File: config.mk
export PLATFORM = sky130hd
export DESIGN_NAME = star_motion_sequencer
export DESIGN_NICKNAME = d
export VERILOG_FILES = /design/src/rtl/star_pkg.sv /design/src/rtl/seq_step_timer.sv /design/src/rtl/star_motion_sequencer.sv
export SDC_FILE = /design/constraint.sdc
export NUM_CORES = 1
export LEC_CHECK = 0
export CAP_MARGIN = 25
export CELL_PAD_IN_SITES_DETAIL_PLACEMENT = 0
export CELL_PAD_IN_SITES_GLOBAL_PLACEMENT = 2
export CORE_ASPECT_RATIO = 1.2
export CORE_MARGIN = 2
export CORE_UTILIZATION = 30
export CTS_BUF_LIST = sky130_fd_sc_hd__clkbuf_16
export DETAILED_ROUTE_END_ITERATION = 16
export PLACE_DENSITY_LB_ADDON = 0.12
export SETUP_SLACK_MARGIN = 0.4
export SKIP_CTS_REPAIR_TIMING = 1
export SYNTH_ARGS = -nofsm -noshare
export SYNTH_HDL_FRONTEND = slang
export SYNTH_SLANG_ARGS = --single-unit
File: constraint.sdc
create_clock -name i_clk -period 2.9 [get_ports i_clk]
set_input_delay 0.58 -clock i_clk [delete_from_list [all_inputs] [get_ports i_clk]]
set_output_delay 0.58 -clock i_clk [all_outputs]
set_load 0.005 [all_outputs]
File: src/rtl/star_pkg.sv
// Shared encodings for the star motion sequencer: position sensor codes,
// one-hot motor drive codes and the sequencer state enumeration.
package star_pkg;

   localparam logic [1:0] GRILL_CLOSED  = 2'b00;
   localparam logic [1:0] GRILL_OPEN    = 2'b01;
   localparam logic [1:0] GRILL_INVALID = 2'b11;

   localparam logic [1:0] STAR_UP      = 2'b00;
   localparam logic [1:0] STAR_HIDDEN  = 2'b01;
   localparam logic [1:0] STAR_INVALID = 2'b11;

   localparam logic [3:0] MOTOR_STOP        = 4'b0000;
   localparam logic [3:0] MOTOR_GRILL_OPEN  = 4'b1000;
   localparam logic [3:0] MOTOR_GRILL_CLOSE = 4'b0100;
   localparam logic [3:0] MOTOR_STAR_HIDE   = 4'b0010;
   localparam logic [3:0] MOTOR_STAR_SHOW   = 4'b0001;

   typedef enum logic [2:0] {
      ST_IDLE,
      ST_OPEN_GRILL,
      ST_MOVE_STAR,
      ST_CLOSE_GRILL,
      ST_FAULT
   } seq_state_t;

endpackage

File: src/rtl/seq_step_timer.sv
// Per-step watchdog counter: cleared on state entry, counts cycles while a
// motion step runs, and flags the cycle in which the step reaches its limit.
module seq_step_timer #(
   parameter int TIMEOUT_CYCLES = 1000,
   parameter int CNT_W          = 16
) (
   input  logic i_clk,
   input  logic i_rst,
   input  logic i_clear,
   input  logic i_enable,
   output logic o_expired
);

   localparam logic [CNT_W-1:0] LIMIT = CNT_W'(TIMEOUT_CYCLES - 1);

   logic [CNT_W-1:0] count;

   // Saturating count so a long-held step can never wrap back to a small value.
   always_ff @(posedge i_clk) begin
      if (i_rst || i_clear) begin
         count <= '0;
      end else if (i_enable && (count != '1)) begin
         count <= count + 1'b1;
      end
   end

   assign o_expired = i_enable && (count >= LIMIT);

endmodule

File: src/rtl/star_motion_sequencer.sv
// Star/grill motion sequencer: open grill, move star, close grill, all one motor at a time.
// Defining STAR_SEQ_WATCHDOG_EN adds a per-step timeout that faults after TIMEOUT_CYCLES.
module star_motion_sequencer
   import star_pkg::*;
#(
   parameter int TIMEOUT_CYCLES = 1000,
   parameter int CNT_W          = 16
) (
   input  logic       i_clk,
   input  logic       i_rst,
   input  logic       i_cmd_hide,
   input  logic       i_cmd_show,
   input  logic       i_ack,
   input  logic [1:0] i_grill_pos,
   input  logic [1:0] i_star_pos,
   output logic [3:0] o_motor,
   output logic       o_busy,
   output logic       o_done,
   output logic       o_fault
);

   seq_state_t state, state_next;
   logic [1:0] target, target_next, cmd_target;
   logic [3:0] motor_next;
   logic       busy_next, done_next, fault_next;
   logic       pos_invalid;
   logic       timeout;

   if (TIMEOUT_CYCLES < 1 || TIMEOUT_CYCLES > (2 ** CNT_W) - 1) begin : g_timeout_range
      $error("TIMEOUT_CYCLES must lie in 1 .. 2**CNT_W-1");
   end

`ifdef STAR_SEQ_WATCHDOG_EN
   seq_step_timer #(
      .TIMEOUT_CYCLES(TIMEOUT_CYCLES),
      .CNT_W         (CNT_W)
   ) u_step_timer (
      .i_clk    (i_clk),
      .i_rst    (i_rst),
      .i_clear  (state_next != state),
      .i_enable (state inside {ST_OPEN_GRILL, ST_MOVE_STAR, ST_CLOSE_GRILL}),
      .o_expired(timeout)
   );
`else
   assign timeout = 1'b0;
`endif

   // Fault checks take priority over progress so a bad sensor never advances the sequence.
   always_comb begin
      state_next  = state;
      target_next = target;
      done_next   = 1'b0;
      cmd_target  = i_cmd_hide ? STAR_HIDDEN : STAR_UP;
      pos_invalid = (i_grill_pos == GRILL_INVALID) || (i_star_pos == STAR_INVALID);

      case (state)
         ST_IDLE: begin
            if (i_cmd_hide ^ i_cmd_show) begin
               target_next = cmd_target;
               if ((i_star_pos == cmd_target) && (i_grill_pos == GRILL_CLOSED)) begin
                  done_next = 1'b1;
               end else if (i_grill_pos == GRILL_OPEN) begin
                  state_next = ST_MOVE_STAR;
               end else begin
                  state_next = ST_OPEN_GRILL;
               end
            end
         end
         ST_OPEN_GRILL: begin
            if (pos_invalid || timeout) begin
               state_next = ST_FAULT;
            end else if (i_grill_pos == GRILL_OPEN) begin
               state_next = ST_MOVE_STAR;
            end
         end
         ST_MOVE_STAR: begin
            if (pos_invalid || timeout || (i_grill_pos != GRILL_OPEN)) begin
               state_next = ST_FAULT;
            end else if (i_star_pos == target) begin
               state_next = ST_CLOSE_GRILL;
            end
         end
         ST_CLOSE_GRILL: begin
            if (pos_invalid || timeout) begin
               state_next = ST_FAULT;
            end else if (i_grill_pos == GRILL_CLOSED) begin
               state_next = ST_IDLE;
               done_next  = 1'b1;
            end
         end
         ST_FAULT: begin
            if (i_ack) begin
               state_next = ST_IDLE;
            end
         end
         default: state_next = ST_IDLE;
      endcase

      // Any state change forces one stopped cycle before the next motor engages.
      motor_next = MOTOR_STOP;
      if (state_next == state) begin
         case (state)
            ST_OPEN_GRILL:  motor_next = MOTOR_GRILL_OPEN;
            ST_MOVE_STAR:   motor_next = (target == STAR_HIDDEN) ? MOTOR_STAR_HIDE : MOTOR_STAR_SHOW;
            ST_CLOSE_GRILL: motor_next = MOTOR_GRILL_CLOSE;
            default:        motor_next = MOTOR_STOP;
         endcase
      end

      busy_next  = state_next inside {ST_OPEN_GRILL, ST_MOVE_STAR, ST_CLOSE_GRILL};
      fault_next = (state_next == ST_FAULT);
   end

   always_ff @(posedge i_clk) begin
      if (i_rst) begin
         state   <= ST_IDLE;
         target  <= STAR_UP;
         o_motor <= MOTOR_STOP;
         o_busy  <= 1'b0;
         o_done  <= 1'b0;
         o_fault <= 1'b0;
      end else begin
         state   <= state_next;
         target  <= target_next;
         o_motor <= motor_next;
         o_busy  <= busy_next;
         o_done  <= done_next;
         o_fault <= fault_next;
      end
   end

endmodule

==> impl_metrics.yaml <==
placement:
  place_hpwl_mm: 1.01
  dp.cells: 101
  portBuffers: 15
  pre_cts_ws_ns: 0.476
  gp_congestion: 0.744
finish:
  fill_cells: 215
  multi_input_area_sq_um: 393
  area_growth_pct: 36.7
  layout-drive-gt1-share: 0.188
  regArea_sq_um: 220
  n_antenna_cell: 0
  nets: 95
  fin_cells: 105
power_and_ir_drop:
  p_int_uw: 391
  peakVddDrop_mv: 0.238
  clkPwrFrac: 0.488
  p_leak_nw: 0.314
  p_switching_uw: 126
  combPwrFrac: 0.173
  p_total_uw: 517
  switching_share: 0.244
  powerDensity_mw_per_mm2: 592
  pwr-share-seq: 0.339
cts:
  cts_root_buffer: "clkbuf_16"
  cts_buffers: 3
  clk_pin_slew_worst_paths_ns: 0.04
  clock-sinks: 11
  cts_max_level: 1
  cts_tree: "done"
  clkLatencyLatePin_ns: 0.24
  clock_path_buffers: 2
global_routing:
  grt_pass1_wl_mm: 2.22
  gr-total-overflow: 0
  antenna_found_initial: 0
  grt_max_degree: 12
  grt_usage: 0.128
  grt_pass1_vias: 488
logic_synthesis:
  synth-async-reset-ratio: 0
  ys.flop_type: "dfxtp_1"
  yosysTopAreaCellShare: 0.345
  ys_seq_area_frac: 0.345
  yosys_warnings: 0
  avgSynthCellArea_sq_um: 9.25
  netlist_area_sq_um: 638
  synth.largest_area_cell: "dfxtp_1"
  postSynthCellCount: 69
  synth_nets: 78
  ys_types: 32
  ys_seq_elements: 11
  synthTopCellsByArea: "dfxtp_1, nor4b_2, nand2_1"
  synth_edf_count: 0
sta:
  fin_setup_tns_ns: 0
  worst_slack_ns: 0.718
  fin_worst_skew_ns: 0.000282
  worstMarginPinSlew_ns: 0.445
  slew_violations: 0
  whs_ns: 0.533
  fmax_ghz: 0.458
  period_share: 0.752
  rsz0062_at_grt: "no"
  slew_headroom: 0.703
  setup_viol: 0
  min_period_ns: 2.18
  hold_viol_final: 0
routing:
  wirelength_mm: 1.36
  antenna_left: 0
  routedWlPerCell_microns: 12.9
  drc: 0
  drt_iter0_drc: 10
  via_count: 539
  routed_via_density: 5.13
  firstDrtPassIters: 4
worst_setup_path:
  worstSetupEndpointType: "flop"
  worstPathRequired_ns: 3.05
  crit_path_end: "o_motor[0]"
  crit-reg2reg-capture: "o_motor[2]"
  arrival_ns: 2.33
  worst-path-max-fanout: 7
  crit_start: "i_grill_pos[0]"
  rr_startpoint: "state[1]"
  reg2reg_depth: 5
  critPathKind: "in -> reg"
  start_kind: "primary input"
  reg2reg_slack_ns: 1.06
die:
  ioPinCount: 16
  fp.dieArea_sq_mm: 0.00251
  rows: 18
  start_util: 0.315
  core_sq_mm: 0.00203
  dieHeight_microns: 54.5
  die_x_microns: 46.1
min_path:
  hold_path.class: "reg -> reg"
  min-delay-start: "target[0]"
status:
  status: "complete, no violations"
job:
  maxCapViolCount: 0
[worst max-delay path, cell delays in order]
cell             delay, ns
clkdlybuf4s50_1       0.53
or4_4                 0.58
a311oi_2              0.24
o211ai_2              0.17
nor4_2                0.23
[kinds of logic after synthesis]
| kind of cell | Yosys count | share of synthesized area |
|---|---|---|
| flops | 11 | 0.345 |
| xor+xnor | 4 | 0.0549 |
| buf+inv | 4 | 0.0392 |
| compound gates | 16 | 0.222 |
| simple gates | 34 | 0.339 |
[power by group through the flow]
stage	Clock [mW]	Combinational, mW	Sequential (mW)
after floorplan	0	0.0669	0.168
after global placement	0	0.0909	0.179
after detailed placement	0	0.0895	0.177
after CTS	0.257	0.0900	0.175
after global routing	0.268	0.0980	0.176
final	0.252	0.0896	0.175
[cell usage in the layout, fill, tap and decap left out, drive strengths merged]
cell           Yosys  layout
nand2              7       7
or3                1       1
nand2b             3       3
nor4               3       3
dfxtp             11      11
o21ai              1       1
a21oi              5       5
and2               1       1
nor4b              2       2
nand3b             1       1
o21ba              2       2
o211ai             1       1
inv                1       1
a311oi             2       2
clkinv             0       1
nand3              1       1
or3b               1       1
xnor2              1       1
nor2b              1       1
a22oi              2       2
clkdlybuf4s50      0      15
and2b              1       1
nor3               4       4
nor2               7       7
clkbuf             0       3
a2111oi            1       1
xor2               3       3
o21a               1       1
or4                1       1
o32a               1       1
[cells in the mapped netlist, drive strengths merged, types with 2 or more instances]
cell / count
nor4: 3
dfxtp: 11
a311oi: 2
nor2: 7
nand2b: 3
nor4b: 2
a21oi: 5
nor3: 4
nand2: 7
buf: 3
o21ba: 2
a22oi: 2
xor2: 3
[area by class of cell]
class                           instances  area share
Clock inverter                          1     0.00574
Tap cell                               20      0.0287
Inverter                                1     0.00430
Multi-Input combinational cell         54       0.451
Timing Repair Buffer                   15       0.172
Clock buffer                            3      0.0861
Sequential cell                        11       0.253
[worst min-delay path by stage]
stage | end | slack (ns) | cells past startpoint
global route | o_motor[0] | 0.56 | 1
finish | target[0] | 0.53 | 2
global placement | o_motor[0] | 0.53 | 1
floorplan | o_motor[0] | 0.48 | 1
CTS | target[0] | 0.53 | 2
detailed placement | target[0] | 0.51 | 2
[per-stage QoR]
stage	util	area (sq um)
after floorplan	-	638
after global placement	0.391	792
after detailed placement	0.391	792
after CTS	0.430	872
after global routing	0.430	872
final	0.430	872
[layer usage]
layer  track usage  vias to the layer above  wire, microns
li1              -                      284              -
met1         0.164                      239            647
met2         0.188                       14            640
met3        0.0297                        2             46
met4        0.0857                        0             23
met5             0                        -              0
[state kept, by name, summed over array words and instances (netlist names)]
signal / cells
o_done: 1
o_motor: 4
o_fault: 1
o_busy: 1
target: 1
state: 3
No activity file was read; power rests on OpenSTA's default activity.
